$ cat config.mk
export PLATFORM = sky130hd
export DESIGN_NAME = vga_sync_decoder
export DESIGN_NICKNAME = d
export VERILOG_FILES = /design/src/rtl/vga_sync_decoder.sv
export SDC_FILE = /design/constraint.sdc
export NUM_CORES = 1
export LEC_CHECK = 0
export ABC_CLOCK_PERIOD_IN_PS = 2620
export CAP_MARGIN = 20
export CELL_PAD_IN_SITES_DETAIL_PLACEMENT = 0
export CELL_PAD_IN_SITES_GLOBAL_PLACEMENT = 1
export CORE_UTILIZATION = 41
export CTS_CLUSTER_DIAMETER = 30
export DETAILED_ROUTE_END_ITERATION = 12
export PLACE_DENSITY = 0.76
export SYNTH_ARGS = -nofsm -noshare
export SYNTH_HDL_FRONTEND = slang
export SYNTH_SLANG_ARGS = --single-unit
$ cat constraint.sdc
create_clock -name i_Clk -period 2.62 [get_ports i_Clk]
set_input_delay 0.524 -clock i_Clk [delete_from_list [all_inputs] [get_ports i_Clk]]
set_output_delay 0.524 -clock i_Clk [all_outputs]
set_load 0.01 [all_outputs]
$ cat src/rtl/vga_sync_decoder.sv
// vga_sync_decoder: recovers column/row from an incoming VGA sync pair, tracks
// lock against nominal timing and counts sync mismatches.
// Optional macro VGA_RX_PIXEL_DECODE_EN enables the 9-bit colour -> 2-bit
// sprite pixel decoder; without it o_Pixel/o_Pixel_Valid stay 0.
module vga_sync_decoder #(
  parameter int unsigned H_ACTIVE    = 640,
  parameter int unsigned H_FPORCH    = 16,
  parameter int unsigned H_PULSE     = 96,
  parameter int unsigned H_MAX       = 800,
  parameter int unsigned V_ACTIVE    = 480,
  parameter int unsigned V_FPORCH    = 10,
  parameter int unsigned V_MAX       = 525,
  parameter int unsigned LOCK_FRAMES = 2
) (
  input  logic       i_Clk,
  input  logic       i_Rst_L,
  input  logic       i_HSync,
  input  logic       i_VSync,
  input  logic [2:0] i_Red,
  input  logic [2:0] i_Grn,
  input  logic [2:0] i_Blu,
  output logic [9:0] o_Column,
  output logic [9:0] o_Row,
  output logic       o_Active,
  output logic [1:0] o_Pixel,
  output logic       o_Pixel_Valid,
  output logic       o_Locked,
  output logic       o_Frame_Start,
  output logic       o_Timing_Err,
  output logic [7:0] o_Err_Count
);

  localparam int unsigned CW = 10;
  localparam int unsigned GW = 8;
  localparam int unsigned EW = 8;

  localparam logic [CW-1:0] HS_COL  = CW'(H_ACTIVE + H_FPORCH);
  localparam logic [CW-1:0] VS_ROW  = CW'(V_ACTIVE + V_FPORCH - 1);
  localparam logic [CW-1:0] H_LAST  = CW'(H_MAX - 1);
  localparam logic [CW-1:0] V_LAST  = CW'(V_MAX - 1);
  localparam logic [CW-1:0] H_VIS   = CW'(H_ACTIVE);
  localparam logic [CW-1:0] V_VIS   = CW'(V_ACTIVE);
  localparam logic [CW-1:0] PULSE_W = CW'(H_PULSE);
  localparam logic [GW-1:0] LOCK_N  = GW'(LOCK_FRAMES);

  typedef enum logic [1:0] {SEARCH, TRACK, LOCKED} state_t;

  state_t        state_q, state_d;
  logic [CW-1:0] col_q, col_d;
  logic [CW-1:0] row_q, row_d;
  logic          hs_q, hs_d;
  logic          vs_q, vs_d;
  logic [CW-1:0] hs_width_q, hs_width_d;
  logic [GW-1:0] good_q, good_d;
  logic [EW-1:0] err_cnt_q, err_cnt_d;
  logic [CW-1:0] out_col_q, out_col_d;
  logic [CW-1:0] out_row_q, out_row_d;
  logic          active_q, active_d;
  logic          locked_q, locked_d;
  logic          frame_start_q, frame_start_d;
  logic          timing_err_q, timing_err_d;

  logic hs_fall, hs_rise, vs_fall, col_wrap, mismatch;

  assign hs_fall = hs_q & ~i_HSync;
  assign hs_rise = ~hs_q & i_HSync;
  assign vs_fall = vs_q & ~i_VSync;

  // Counters, sync checks, lock FSM and registered status outputs.
  always_comb begin
    state_d       = state_q;
    col_d         = col_q;
    row_d         = row_q;
    hs_d          = i_HSync;
    vs_d          = i_VSync;
    hs_width_d    = hs_width_q;
    good_d        = good_q;
    err_cnt_d     = err_cnt_q;
    out_col_d     = col_q;
    out_row_d     = row_q;
    active_d      = 1'b0;
    locked_d      = 1'b0;
    frame_start_d = 1'b0;
    timing_err_d  = 1'b0;
    col_wrap      = 1'b0;
    mismatch      = 1'b0;

    // Free-running position, resynchronised on sync falls.
    if (hs_fall) begin
      col_d = HS_COL + CW'(1);
    end else if (col_q == H_LAST) begin
      col_d    = '0;
      col_wrap = 1'b1;
    end else begin
      col_d = col_q + CW'(1);
    end

    if (vs_fall) begin
      row_d = VS_ROW;
    end else if (col_wrap) begin
      row_d = (row_q == V_LAST) ? '0 : row_q + CW'(1);
    end

    // Low-width of hsync counts the current low sample too.
    if (hs_fall) begin
      hs_width_d = CW'(1);
    end else if (!i_HSync && (hs_width_q != {CW{1'b1}})) begin
      hs_width_d = hs_width_q + CW'(1);
    end

    mismatch = (hs_fall && (col_q != HS_COL)) ||
               (vs_fall && (row_q != VS_ROW)) ||
               (hs_rise && (hs_width_q != PULSE_W));

    case (state_q)
      SEARCH: begin
        if (vs_fall) begin
          state_d = TRACK;
          good_d  = GW'(1);
        end
      end
      TRACK: begin
        if (mismatch) begin
          good_d = '0;
        end else if (vs_fall) begin
          if ((good_q + GW'(1)) >= LOCK_N) begin
            state_d = LOCKED;
            good_d  = '0;
          end else begin
            good_d = good_q + GW'(1);
          end
        end
      end
      LOCKED: begin
        if (mismatch) begin
          state_d      = TRACK;
          good_d       = '0;
          timing_err_d = 1'b1;
          if (err_cnt_q != {EW{1'b1}}) err_cnt_d = err_cnt_q + EW'(1);
        end
      end
      default: state_d = SEARCH;
    endcase

    locked_d      = (state_d == LOCKED);
    active_d      = locked_d && (col_q < H_VIS) && (row_q < V_VIS);
    frame_start_d = locked_d && (col_q == '0) && (row_q == '0);
  end

  // State and output registers with synchronous active-low reset.
  always_ff @(posedge i_Clk) begin
    if (!i_Rst_L) begin
      state_q       <= SEARCH;
      col_q         <= '0;
      row_q         <= '0;
      hs_q          <= 1'b1;
      vs_q          <= 1'b1;
      hs_width_q    <= '0;
      good_q        <= '0;
      err_cnt_q     <= '0;
      out_col_q     <= '0;
      out_row_q     <= '0;
      active_q      <= 1'b0;
      locked_q      <= 1'b0;
      frame_start_q <= 1'b0;
      timing_err_q  <= 1'b0;
    end else begin
      state_q       <= state_d;
      col_q         <= col_d;
      row_q         <= row_d;
      hs_q          <= hs_d;
      vs_q          <= vs_d;
      hs_width_q    <= hs_width_d;
      good_q        <= good_d;
      err_cnt_q     <= err_cnt_d;
      out_col_q     <= out_col_d;
      out_row_q     <= out_row_d;
      active_q      <= active_d;
      locked_q      <= locked_d;
      frame_start_q <= frame_start_d;
      timing_err_q  <= timing_err_d;
    end
  end

`ifdef VGA_RX_PIXEL_DECODE_EN
  logic [1:0] pixel_q, pixel_d;
  logic       pixel_valid_q, pixel_valid_d;
  logic [8:0] rgb;

  assign rgb = {i_Red, i_Grn, i_Blu};

  // Map the four sprite palette colours; anything else is not a sprite pixel.
  always_comb begin
    pixel_d       = 2'd0;
    pixel_valid_d = 1'b0;
    if (active_d) begin
      case (rgb)
        9'b000000000: begin pixel_d = 2'd0; pixel_valid_d = 1'b1; end
        9'b111111100: begin pixel_d = 2'd1; pixel_valid_d = 1'b1; end
        9'b111000000: begin pixel_d = 2'd2; pixel_valid_d = 1'b1; end
        9'b000111000: begin pixel_d = 2'd3; pixel_valid_d = 1'b1; end
        default:      begin pixel_d = 2'd0; pixel_valid_d = 1'b0; end
      endcase
    end
  end

  // Pixel output register.
  always_ff @(posedge i_Clk) begin
    if (!i_Rst_L) begin
      pixel_q       <= 2'd0;
      pixel_valid_q <= 1'b0;
    end else begin
      pixel_q       <= pixel_d;
      pixel_valid_q <= pixel_valid_d;
    end
  end

  assign o_Pixel       = pixel_q;
  assign o_Pixel_Valid = pixel_valid_q;
`else
  logic unused_colour;
  assign unused_colour = ^{i_Red, i_Grn, i_Blu};
  assign o_Pixel       = 2'd0;
  assign o_Pixel_Valid = 1'b0;
`endif

  assign o_Column      = out_col_q;
  assign o_Row         = out_row_q;
  assign o_Active      = active_q;
  assign o_Locked      = locked_q;
  assign o_Frame_Start = frame_start_q;
  assign o_Timing_Err  = timing_err_q;
  assign o_Err_Count   = err_cnt_q;

endmodule

==> flow_summary.ini, run 1 <==
[synthesis]
synth_area_per_cell_sq_um = 9.11
ys_top_cells_by_area = dfxtp_1 (44%), ha_1 (5.2%), a21oi_1 (3.6%)
synth_top_cell_area_share_pct = 44.2
ys_warn_count = 0
syn_area_sq_um = 3350
synth.distinct_cells = 52
ys_seq_elements = 74
syn_inst = 368
ys_seq_area_share_pct = 44.2
synth_edf_count = 0
yosys.area.top_type = dfxtp_1
synthArstFlopShare_pct = 0
synth-main-ff-cell = dfxtp_1

[sta]
fin_crit_sh_pct = 84.0
clock_skew_ns = 0.0101
setup-violations-final = 0
period_minus_slack_ns = 2.20
hold_violations = 0
finalMaxSlewViolations = 0
final.setup.tns_ns = 0
rsz0062_at_grt = false
fmax_mhz = 454
fin_ws_ns = 0.418

[global_route]
overflow = 0
grt_pass1_vias = 2521
grt_pass1_wl_microns = 11900
track_usage_pct = 17.7
grt_max_degree = 21
antenna_found_initial = 0

[routing]
vias = 2706
drc = 0
first_pass_iters = 4
post_drt_via_cell_ratio = 5.25
top_layer_used = met4
drt-met1-wl_microns = 3350
finalWirelength_microns = 6880
dr_wl_met3_microns = 336
drt_first_iter_violations = 120
postRouteAntennaNets = 0
wire_per_inst_microns = 13.4
met2_length_microns = 3090

[critical_path]
rrSetupSlack_ns = 0.42
worst_ep_required_time_ns = 2.84
cp-end-kind = flop
crit_type = flop to flop
rr_startpoint = out_row_d[1]
worst_setup_path_start_kind = flop
r2r_end = o_Err_Count[7]
r2r.worst_path.cells = 8
critPathArrivalTime_ns = 2.42
critPathMaxFanout = 18

[cells_and_area]
antenna_cells = 0
drive_above_1_share_pct = 9.20
final_nets = 435
areaGrowthSynthToFinish_pct = 21.1

[clocking]
cts_hold_repair.buffers = 0
cts_max_path_buffers = 2
clk_pin_slew_worst_paths_ns = 0.08
h-tree-depth = 3
postCtsResizedCells = 0
cts_num_sinks = 74
worstSkewPairLatency_ns = 0.35
post_cts_buffers = 0
cts_root_buf = clkbuf_8
cts_buffers = 9
cts_tree = built

[floorplan]
dieArea_sq_um = 8540
coreArea_sq_um = 7810
die_w_microns = 92.4
io_pins = 48
die_h_microns = 92.4
rows = 32
start_util_pct = 42.9

[worst_hold_path]
min_delay_path_depth = 2
holdPathEnd = hs_width_q[1]
hold_path_class = flop to flop
worstHoldStart = hs_width_q[1]

[place]
post-dp-hpwl_microns = 4820
place_ws_ns = 0.154
portBuffers = 35
globalplace.congestion = 0.793

[pwr]
p_per_area_nw_per_um2 = 589
ir_worst_vdd_mv = 0.391
leakage_uw = 0.00150

[run]
max_cap_viol_count = 0

[status]
status = complete, no violations
[area by class of cell]
cell class                      count  area (sq um)
Clock buffer                       10           138
Clock inverter                      6          88.8
Fill cell                         776          3750
Inverter                           17          63.8
Multi-Input combinational cell    261          1720
Sequential cell                    74          1480
Tap cell                          102           128
Timing Repair Buffer               45           438
[per-layer routing]
metal	vias to the layer above	track usage [%]
li1	1382	-
met1	1259	23.0
met2	57	27.1
met3	8	5.34
met4	0	7.81
met5	-	0
[cell usage after synthesis, types with 5 or more instances]
| master | n |
|---|---|
| nor2b_1 | 6 |
| nand2_1 | 23 |
| inv_1 | 17 |
| xnor2_1 | 12 |
| clkbuf_1 | 10 |
| nand3_1 | 18 |
| xor2_1 | 8 |
| a21oi_1 | 24 |
| nand4_1 | 6 |
| and2_1 | 14 |
| nor4_1 | 6 |
| and4_1 | 5 |
| dfxtp_1 | 74 |
| and3_1 | 17 |
| or3_1 | 7 |
| o21ai_0 | 9 |
| ha_1 | 14 |
| nor3_1 | 16 |
| nor2_1 | 29 |
[how the worst max path moves through the flow]
stage	endpoint	startpoint	cells past startpoint
after CTS	o_Err_Count[7]	out_row_d[1]	8
after floorplan	o_Err_Count[7]	hs_width_q[0]	7
after global placement	o_Err_Count[7]	i_HSync	7
after global routing	o_Err_Count[7]	out_row_d[1]	8
after detailed placement	o_Err_Count[7]	i_HSync	7
final	o_Err_Count[7]	out_row_d[1]	8
[state kept, by name, summed over array words and instances (netlist names)]
signal	flops
good_q	8
col_q	10
vs_q	1
o_Err_Count	8
o_Frame_Start	1
hs_q	1
o_Active	1
hs_width_q	10
o_Locked	1
out_row_d	10
state_q	2
o_Row	10
o_Timing_Err	1
o_Column	10
[placed cells by master, fill, tap and decap left out, drive strengths merged, types with 9 or more instances in the layout]
master          n
o21ai           9
nor2           29
clkbuf         10
a21oi          24
nand3          19
xnor2          12
dfxtp          74
ha             14
and2           14
buf            10
clkdlybuf4s50  35
nand2          23
inv            18
and3           17
nor3           16
[cells by family (layout without fill, tap and decap cells)]
logic type,Yosys count,count (layout),share of synthesized area (%)
and+or+nand+nor,157,157,25.7
DFF,74,74,44.2
AOI/OAI and AO/OA,67,67,14.8
buffers and inverters,35,78,4.70
xor gates and xnor gates,20,20,5.23
adders and majority gates,14,14,5.23
other,1,3,0.112
[where the power goes]
group	switching (uW)	internal (uW)	total (uW)
clock	436	563	999
sequential	35.5	1160	1190
combinational	110	88.5	198
total	581	1810	2390
[worst max-delay path, stage by stage, from the launching register on]
cell and delay, ns:
dfxtp_1 0.40, inv_1 0.10, ha_1 0.19, and4bb_2 0.23, a31oi_2 0.39, o31ai_4 0.13
buf_12 0.16, o311ai_0 0.32, o41ai_1 0.14
[per-stage QoR]
stage	total power [uW]	hold WS, ns	cells	cell area, sq um	utilization (%)
floorplan	1350	0.463	370	3360	-
global placement	1410	0.483	499	3830	49.1
detailed placement	1420	0.485	499	3830	49.1
CTS	2420	0.500	515	4060	52.0
global route	2500	0.530	515	4060	52.0
finish	2390	0.495	515	4060	52.0
Power figures use the tool's default switching activity.
==> inputs of run 2 (changes only) <==
==> config.mk (replaced) <==
export PLATFORM = sky130hd
export DESIGN_NAME = vga_sync_decoder
export DESIGN_NICKNAME = d
export VERILOG_FILES = /design/src/rtl/vga_sync_decoder.sv
export SDC_FILE = /design/constraint.sdc
export NUM_CORES = 1
export LEC_CHECK = 0
export ABC_CLOCK_PERIOD_IN_PS = 2000
export CAP_MARGIN = 20
export CELL_PAD_IN_SITES_DETAIL_PLACEMENT = 0
export CELL_PAD_IN_SITES_GLOBAL_PLACEMENT = 1
export CORE_UTILIZATION = 37
export CTS_CLUSTER_DIAMETER = 30
export DETAILED_ROUTE_END_ITERATION = 12
export PLACE_DENSITY = 0.72
export SYNTH_ARGS = -nofsm -noshare
export SYNTH_HDL_FRONTEND = slang
export SYNTH_SLANG_ARGS = --single-unit
==> constraint.sdc (replaced) <==
create_clock -name i_Clk -period 2 [get_ports i_Clk]
set_input_delay 0.4 -clock i_Clk [delete_from_list [all_inputs] [get_ports i_Clk]]
set_output_delay 0.4 -clock i_Clk [all_outputs]
set_load 0.01 [all_outputs]
==> run 2 against run 1 <==
  * Routed wire length grew 7.7%
  * Register-to-register slack got worse by 0.37 ns
  * Clock power is 10% higher
  * Fmax up 13%
  * Highest routed layer unchanged
==> flow_summary.ini, run 2 (synthesized netlist as in run 1, its figures left out) <==
[status]
status = complete, no violations

[critical_path]
worst_ep_required_time_ns = 2.21
crit_path_start = out_row_d[1]
rr_startpoint = out_row_d[1]
crit_type = flop to flop
critPathMaxFanout = 3
cp-end-kind = flop
worst_setup_path_start_kind = flop
r2r.worst_path.cells = 10
critPathArrivalTime_ns = 2.16

[routing]
postRouteAntennaNets = 0
finalWirelength_microns = 7410
drc = 0
post_drt_via_cell_ratio = 5.13
drt_first_iter_violations = 92
wire_per_inst_microns = 13.2
vias = 2881
first_pass_iters = 4

[sta]
final.setup.tns_ns = 0
setup-violations-final = 0
worst_slew_pin_slew_ns = 0.702
max-slew-margin-rel_pct = 52.7
fin_crit_sh_pct = 97.6
rsz0062_at_grt = true
hold_violations = 0
period_minus_slack_ns = 1.95
fmax_mhz = 512
clock_skew_ns = 0.00834
finalMaxSlewViolations = 0
whs_ns = 0.483

[global_route]
grt_max_degree = 33
overflow = 0
grt_pass1_vias = 2656
grt_pass1_wl_microns = 12400
antenna_found_initial = 0
track_usage_pct = 16.2

[pwr]
pwr-share-seq_pct = 50.9
p_sw_uw = 751
p_per_area_nw_per_um2 = 677
finalPower_uw = 3030
p_sw_share_pct = 24.8
clkPwrFrac_pct = 36.4
power.internal_uw = 2270
power_frac_comb_pct = 12.7
ir_worst_vdd_mv = 0.407
leakage_uw = 0.00171

[cells_and_area]
final_common_cell = dfxtp_1
n_fill_cell = 826
fin_util_pct = 51.0
final_nets = 476
areaGrowthSynthToFinish_pct = 33.3
antenna_cells = 0
instances_no_fill = 562
drive_above_1_share_pct = 20.7
final_cell_mix = dfxtp_1 (69), buf_4 (48), clkdlybuf4s50_1 (35)

[floorplan]
coreArea_sq_um = 8760
start_util_pct = 38.2
rows = 34
dieArea_sq_um = 9440
io_pins = 48
die_w_microns = 97.2
die_h_microns = 97.2

[place]
dp_cells = 538
post-dp-hpwl_microns = 5090
globalplace.congestion = 0.804
portBuffers = 35

[worst_hold_path]
hold_path_class = flop to flop
min_delay_path_depth = 2
worstHoldStart = col_q[1]

[clocking]
worstSkewPairLatency_ns = 0.35
cts_max_path_buffers = 2
cts_hold_repair.buffers = 0
clk_pin_slew_worst_paths_ns = 0.08
cts_buffers = 9
h-tree-depth = 3
cts_root_buf = clkbuf_8
cts_tree = built
cts_num_sinks = 74

[run]
max_cap_viol_count = 0
-- run 2: changes by cell type in the layout (fill, tap and decap cells not counted), sizes merged --
cell      before  now
buf           10   51
bufinv         2    1
clkbuf        10   13
clkinv         1    2
clkinvlp       2    0
inv           18   17
-- run 2: critical path: stages, from the launching register on --
cell,delay (ns)
dfxtp_2,0.34
inv_2,0.05
ha_4,0.14
and4bb_2,0.24
a31oi_4,0.24
buf_6,0.16
nor3_4,0.04
buf_6,0.13
a32oi_4,0.28
buf_4,0.16
nor3_2,0.03
-- run 2: cell type report --
| cell class | instances | area, sq um | share of cell area [%] |
|---|---|---|---|
| multi-input combinational | 261 | 1850 | 41.4 |
| sequential | 74 | 1490 | 33.3 |
| timing repair buffer | 86 | 753 | 16.9 |
| clock buffer | 13 | 139 | 3.11 |
| tap | 108 | 135 | 3.03 |
| inverter | 17 | 63.8 | 1.43 |
| clock inverter | 3 | 40.0 | 0.896 |
-- run 2: what timing repair did --
item | 4_1_cts | 5_1_grt
buffers inserted | 2 | 6
pin swaps | 3 | 9
setup endpoints to repair | 3 | 19
gates resized for setup | 5 | 25
-- run 2: power groups by stage --
stage                     registers [uW]  clock network, uW  logic (uW)
after CTS                           1540               1140         348
after detailed placement            1570                  0         330
after global placement              1570                  0         329
final                               1540               1100         384
after floorplan                     1590                  0         176
after global routing                1550               1200         422
-- run 2: through the flow --
step                cell area (sq um)  worst slack, ns
global route                     4470          -0.0658
finish                           4470           0.0482
floorplan                        3360           0.0871
CTS                              4320           0.0247
detailed placement               4090           -0.295
global placement                 4090           -0.289
-- run 2: final timing paths --
check        slack (ns)          end
min                0.48  o_Column[1]
max reg2reg        0.05     o_Locked
min reg2reg        0.48  o_Column[1]
max                0.05     o_Locked
-- run 2: metal layers --
layer,part of all wire [%],wire length (microns),track usage [%]
met1,50,3730,21.8
met2,45,3320,24.9
met3,3.5,258,4.17
met4,1.4,102,6.08
met5,0,0,0
==> inputs of run 3 (changes only) <==
--- a/config.mk
+++ b/config.mk
@@ -6,7 +6,6 @@
 export NUM_CORES = 1
 export LEC_CHECK = 0
 export ABC_CLOCK_PERIOD_IN_PS = 2000
-export CAP_MARGIN = 20
 export CELL_PAD_IN_SITES_DETAIL_PLACEMENT = 0
 export CELL_PAD_IN_SITES_GLOBAL_PLACEMENT = 1
 export CORE_UTILIZATION = 37
==> results of run 3 <==
Same layout as run 2: the final DEF is identical, and so are final timing and power.
==> variant 1, RTL diff (settings of run 1) <==
Encoding of `state_t`: now one-hot (3 bits for 3 states).
--- a/src/rtl/vga_sync_decoder.sv
+++ b/src/rtl/vga_sync_decoder.sv
@@ -43,7 +43,7 @@
   localparam logic [CW-1:0] PULSE_W = CW'(H_PULSE);
   localparam logic [GW-1:0] LOCK_N  = GW'(LOCK_FRAMES);
 
-  typedef enum logic [1:0] {SEARCH, TRACK, LOCKED} state_t;
+  typedef enum logic [2:0] {SEARCH = 3'b001, TRACK = 3'b010, LOCKED = 3'b100} state_t;
 
   state_t        state_q, state_d;
   logic [CW-1:0] col_q, col_d;
Function: no difference found for any inputs over 10 cycles, from zero or initial values and one cycle with i_Rst_L low; not proved beyond that.
==> variant 1 against run 1 <==
- area after synthesis increased by 1.1%
- design area increased by 0.74%
- setup slack got worse by 0.073 ns
- sequential cell count increased by 1
- count of clock-buffer cells in the layout decreased by 1
- critical endpoint is now o_Err_Count[0]
- power increased by 2.3%
- routed wire length increased by 1.3%
- sequential share of layout area increased by 0.22 points
==> variant 1: results (changes against run 1) <==
| Metric | Value |
|---|---|
| Router iterations before antenna repair | 4 (unchanged) |
| Synth top area cells | dfxtp_1 (44%), nor2_1 (3.8%), ha_1 (3.7%) |
| Placer congestion estimate | 0.854 (+7.7%) |
| Hold_sp | good_q[7] |
| Initial antenna violation count | 0 (unchanged) |
| DPL Wire Length | 4980 um (+3.3%) |
| Delay-heaviest family, CP | compound AO/OA/AOI/OAI gates |
| Post-CTS Setup Inserts | 0 (unchanged) |
| Hold slack | 0.472 ns (-0.0230 ns) |
| Setup ws final | 0.346 ns (-0.0726 ns) |
| Maximum vdd ir drop | 0.000303 V (-22%) |
| Outcome | finished, final reports clean |
| Num CTS Buffers | 9 (unchanged) |
| Drt first-iter violations | 83 (-31%) |
| Slew headroom | 43.3% |
| Cell Area, Placed | 0.00385 mm^2 (+0.42%) |
| Largest net degree at the start of global routing | 19 (-9.5%) |
| Vias in the first global route | 2429 (-3.6%) |
| Met2 routed WL | 3120 um (+1.0%) |
| R2R depth | 7 (-1) |
| Post-Place Setup Slack | 0.0829 ns (-0.0711 ns) |
| Global-route usage over all layers | 16.8% (-0.90 points) |
| Reg-to-Reg Start | col_q[0] |
| Worst reg2reg endpoint | o_Err_Count[0] |
| WL met1 | 3540 um (+5.5%) |
| Met3 usage | 4.43% (-0.90 points) |
| Netlist cell types | 58 (+12%) |
| First-pass GRT wire length | 11500 um (-3.2%) |
| Slew Limit Fails | 0 (unchanged) |
| Register area share after synthesis | 44.3% (+0.12 points) |
| Fraction of synthesized area in multiplexers | 0.591% (+0.59 points) |
| Highest Signal Layer | met4 |
| Layout cells sized above 1 | 8.55% (-0.65 points) |
| Worst-path clk slew | 0.08 ns (about the same) |
| Post-synthesis compound-gate area fraction | 13.7% (-1.1 points) |
| Slowest cell on crit path | o31ai_2 |
| Total Routed Length | 6970 um (+1.3%) |
| Synth Area in XOR/XNOR | 5.69% (+0.46 points) |
| GRT met2 Usage | 25.6% (-1.5 points) |
| GR Util met1 | 23.0% (about the same) |
| Adder-Cell Fraction of Synth Area | 3.69% (-1.5 points) |
| Critical Path Max Stage Delay | 0.75 ns (+0.35 ns) |
| CP arrival | 2.50 ns (+0.08 ns) |
| Most frequent cells after synthesis | dfxtp_1 (75), nor2_1 (34), nand2_1 (27) |
| Worst Path Max Fanout | 14 (-4) |
| Fin nets | 439 (+0.92%) |
| Max Clock Skew | 0.00644 ns (-0.00362 ns) |
| Lkg Pwr | 1.48 nW (-1.3%) |
| Main synth FF type | dfxtp_1 |
| Vias/cell | 5.17 (-1.5%) |
| # resized after CTS | 0 (unchanged) |
| Met3 WL | 237 um (-29%) |
| # diodes | 0 (unchanged) |
| FILL cells | 764 (-1.5%) |
| Hold Crit Endpoint | good_q[7] |
==> variant 1: cell count changes after synthesis, sizes merged, moves of 5 or more <==
cell / change
nand2b: +6
nor4: -5
and3: -6
or4: +5
nor2: +5
==> variant 1: cell families (layout without fill, tap and decap cells) <==
kind of cell    count (synthesis)  count (layout)
mux                             2               2
xor+xnor                       22              22
simple gates                  170             170
other cells                     1               3
fa+ha+maj                      10              10
compound gates                 65              65
buf+inv                        33              74
flops                          75              75
==> variant 1: layout make-up <==
cell class	instances	area, um^2	area share, %
repair buffers	44	418	10.2
well taps	102	128	3.12
flip-flops and latches	75	1500	36.7
clock buffers	9	124	3.03
inverters	14	52.6	1.29
multi-input cells	272	1750	42.7
clock inverters	7	116	2.85
==> variant 1: worst reg2reg max path, stage by stage, from the launching register on <==
cell     delay [ns]
dfxtp_1        0.34
inv_1          0.09
ha_1           0.16
nor4b_2        0.25
a31oi_1        0.20
o31ai_2        0.75
nor2_1         0.19
mux2i_1        0.16
==> variant 1: worst max-delay path by stage <==
| stage | start | end | depth (start not counted) |
|---|---|---|---|
| global placement | i_HSync | o_Err_Count[5] | 6 |
| floorplan | hs_width_q[0] | o_Err_Count[3] | 8 |
| finish | col_q[0] | o_Err_Count[0] | 7 |
| detailed placement | i_HSync | o_Err_Count[7] | 6 |
| global route | col_q[0] | o_Err_Count[0] | 7 |
| CTS | col_q[0] | o_Err_Count[0] | 7 |
==> variant 1: per-stage QoR <==
step	utilization [%]	std cells	total power [mW]
floorplan	-	380	1.34
global placement	49.0	507	1.41
detailed placement	49.0	507	1.41
CTS	52.1	523	2.47
global route	52.1	523	2.55
finish	52.1	523	2.44
==> variant 1: where the power goes <==
part	internal (mW)	switching [mW]
registers	1.17	0.0333
clock network	0.630	0.430
logic	0.0825	0.0966
total	1.88	0.560
==> variant 2, RTL diff (settings of run 1) <==
Made on the original files. Add a define of `VGA_RX_PIXEL_DECODE_EN`.
--- a/src/rtl/vga_sync_decoder.sv
+++ b/src/rtl/vga_sync_decoder.sv
@@ -2,6 +2,8 @@
 // lock against nominal timing and counts sync mismatches.
 // Optional macro VGA_RX_PIXEL_DECODE_EN enables the 9-bit colour -> 2-bit
 // sprite pixel decoder; without it o_Pixel/o_Pixel_Valid stay 0.
+`define VGA_RX_PIXEL_DECODE_EN
+
 module vga_sync_decoder #(
   parameter int unsigned H_ACTIVE    = 640,
   parameter int unsigned H_FPORCH    = 16,
Formal check against the unedited RTL: same outputs for any inputs over 10 cycles, from zero or initial values and one cycle with i_Rst_L low; that may be too few to reach the edited logic, so the function may still have changed.
==> variant 2 against run 1 <==
- power grew 11%
- area after synthesis rose by 3.4%
- first-iteration DRC count decreased by 22%
- design area is 6.8% higher
- setup slack got worse by 0.24 ns
- routed wire length grew 4.3%
- sequential cell count rose by 3
- count of clock-buffer cells in the layout is 1 higher
- largest cell class unchanged
- largest power group unchanged
==> variant 2: results (changes against run 1) <==
| Metric | Value |
|---|---|
| Outcome | finished, final reports clean |
| R2R depth | 8 (unchanged) |
| Placer congestion estimate | 0.825 (+4.0%) |
| First-pass GRT wire length | 12200 um (+2.7%) |
| # DRC | 0 (unchanged) |
| Hold path cells | 1 (-1) |
| Lkg Pwr | 1.67 nW (+11%) |
| Max Clock Skew | 0.0109 ns (+0.000888 ns) |
| Main synth FF type | dfxtp_1 |
| Root buf cell | clkbuf_8 |
| Worst-path clk slew | 0.08 ns (about the same) |
| DPL Wire Length | 5150 um (+6.9%) |
| Worst Path Max Fanout | 6 (-12) |
| Synth Warn # | 0 (unchanged) |
| Most frequent cells after synthesis | dfxtp_1 (77), nor2_1 (35), nand2_1 (27) |
| Router iterations before antenna repair | 4 (unchanged) |
| FILL cells | 789 (+1.7%) |
| Layout cells sized above 1 | 9.38% (+0.18 points) |
| Synth top area cells | dfxtp_1 (44%), ha_1 (5.1%), nor2_1 (3.8%) |
| Register area share after synthesis | 44.5% (+0.28 points) |
| H-tree depth | 3 (unchanged) |
| HP Class | register to register |
| Vias/cell | 5.12 (-2.6%) |
| Fin nets | 459 (+5.5%) |
| Least-Margin Pin Slew | 0.536 ns |
| Netlist cell types | 57 (+9.6%) |
| Clock Latency Late Sink | 0.35 ns (about the same) |
| # diodes | 0 (unchanged) |
| Drt first-iter violations | 94 (-22%) |
| Routed len/inst | 13.2 um (-0.89%) |
| Slew Limit Fails | 0 (unchanged) |
| Syn Nets | 405 |
| Maximum vdd ir drop | 0.000281 V (-28%) |
| Vias in the first global route | 2637 (+4.6%) |
| CP arrival | 2.70 ns (+0.28 ns) |
| Global-route usage over all layers | 17.8% (+0.046 points) |
| Final hold vios | 0 (unchanged) |
| Port bufs | 47 (+34%) |
| Max cap viols | 0 (unchanged) |
| Synth async-reset ratio | 0% (unchanged) |
| Largest net degree at the start of global routing | 32 (+52%) |
| CTS max path bufs | 2 (unchanged) |
| Num CTS Buffers | 9 (unchanged) |
| P_int | 2.08 mW (+15%) |
variant 2: path summary, 6_finish.rpt:
| check | endpoint | slack [ns] | start |
|---|---|---|---|
| max | o_Pixel[1] | 0.18 | col_q[0] |
| min | col_q[0] | 0.49 | col_q[0] |
| max reg2reg | o_Pixel[1] | 0.18 | col_q[0] |
| min reg2reg | col_q[0] | 0.49 | col_q[0] |
variant 2: layout make-up:
class / count / area, um^2 / share of cell area [%]
Inverter: 18 / 67.6 / 1.56
Clock buffer: 11 / 151 / 3.50
Tap cell: 105 / 131 / 3.03
Clock inverter: 5 / 129 / 2.98
Multi-Input combinational cell: 271 / 1780 / 41.1
Sequential cell: 77 / 1540 / 35.6
Timing Repair Buffer: 55 / 531 / 12.3
variant 2: layer usage:
| layer | vias up | routed length (um) | GRT usage [%] |
|---|---|---|---|
| met3 | 12 | 271 | 3.40 |
| met1 | 1260 | 3610 | 24.0 |
| met2 | 62 | 3120 | 26.4 |
| li1 | 1440 | - | - |
| met4 | 0 | 169 | 9.87 |
| met5 | - | 0 | 0 |
variant 2: stage by stage:
stage               utilization [%]  cell area, um^2  setup WS, ns  hold slack, ns  cells
finish                         52.7             4330         0.179           0.492    542
global route                   52.7             4330        0.0145           0.512    542
detailed placement             49.3             4050         0.105           0.481    526
global placement               49.3             4050         0.200           0.469    526
CTS                            52.7             4330         0.161           0.497    542
floorplan                         -             3460         0.432           0.451    378
variant 2: logic make-up after synthesis:
family	share of synthesized area, %
AO/OA/AOI/OAI	11.2
XOR/XNOR	5.31
adder cells (fa/ha/maj)	5.06
buffers and inverters	4.15
flip-flops	44.5
multiplexers	1.77
AND/OR/NAND/NOR	28.1
variant 2: critical path, stage by stage (launching register included):
cell and delay (ns):
dfxtp_1 0.34, inv_1 0.10, ha_1 0.15, or4b_4 0.48, nor4_4 0.29, o211ai_2 0.17
a222oi_1 0.43, a211oi_2 0.13, nor4_1 0.27
variant 2: what timing repair did:
action	4_1_cts	5_1_grt
resized for setup	0	1
endpoints found under the setup margin	0	4
buffers inserted	0	0
variant 2: power by group through the flow:
stage                     Combinational, mW  Sequential (mW)  Clock, mW
after floorplan                       0.128             1.26          0
after global placement                0.206             1.26          0
after detailed placement              0.209             1.26          0
after CTS                             0.210             1.23       1.25
after global routing                  0.234             1.24       1.30
final                                 0.210             1.23       1.22
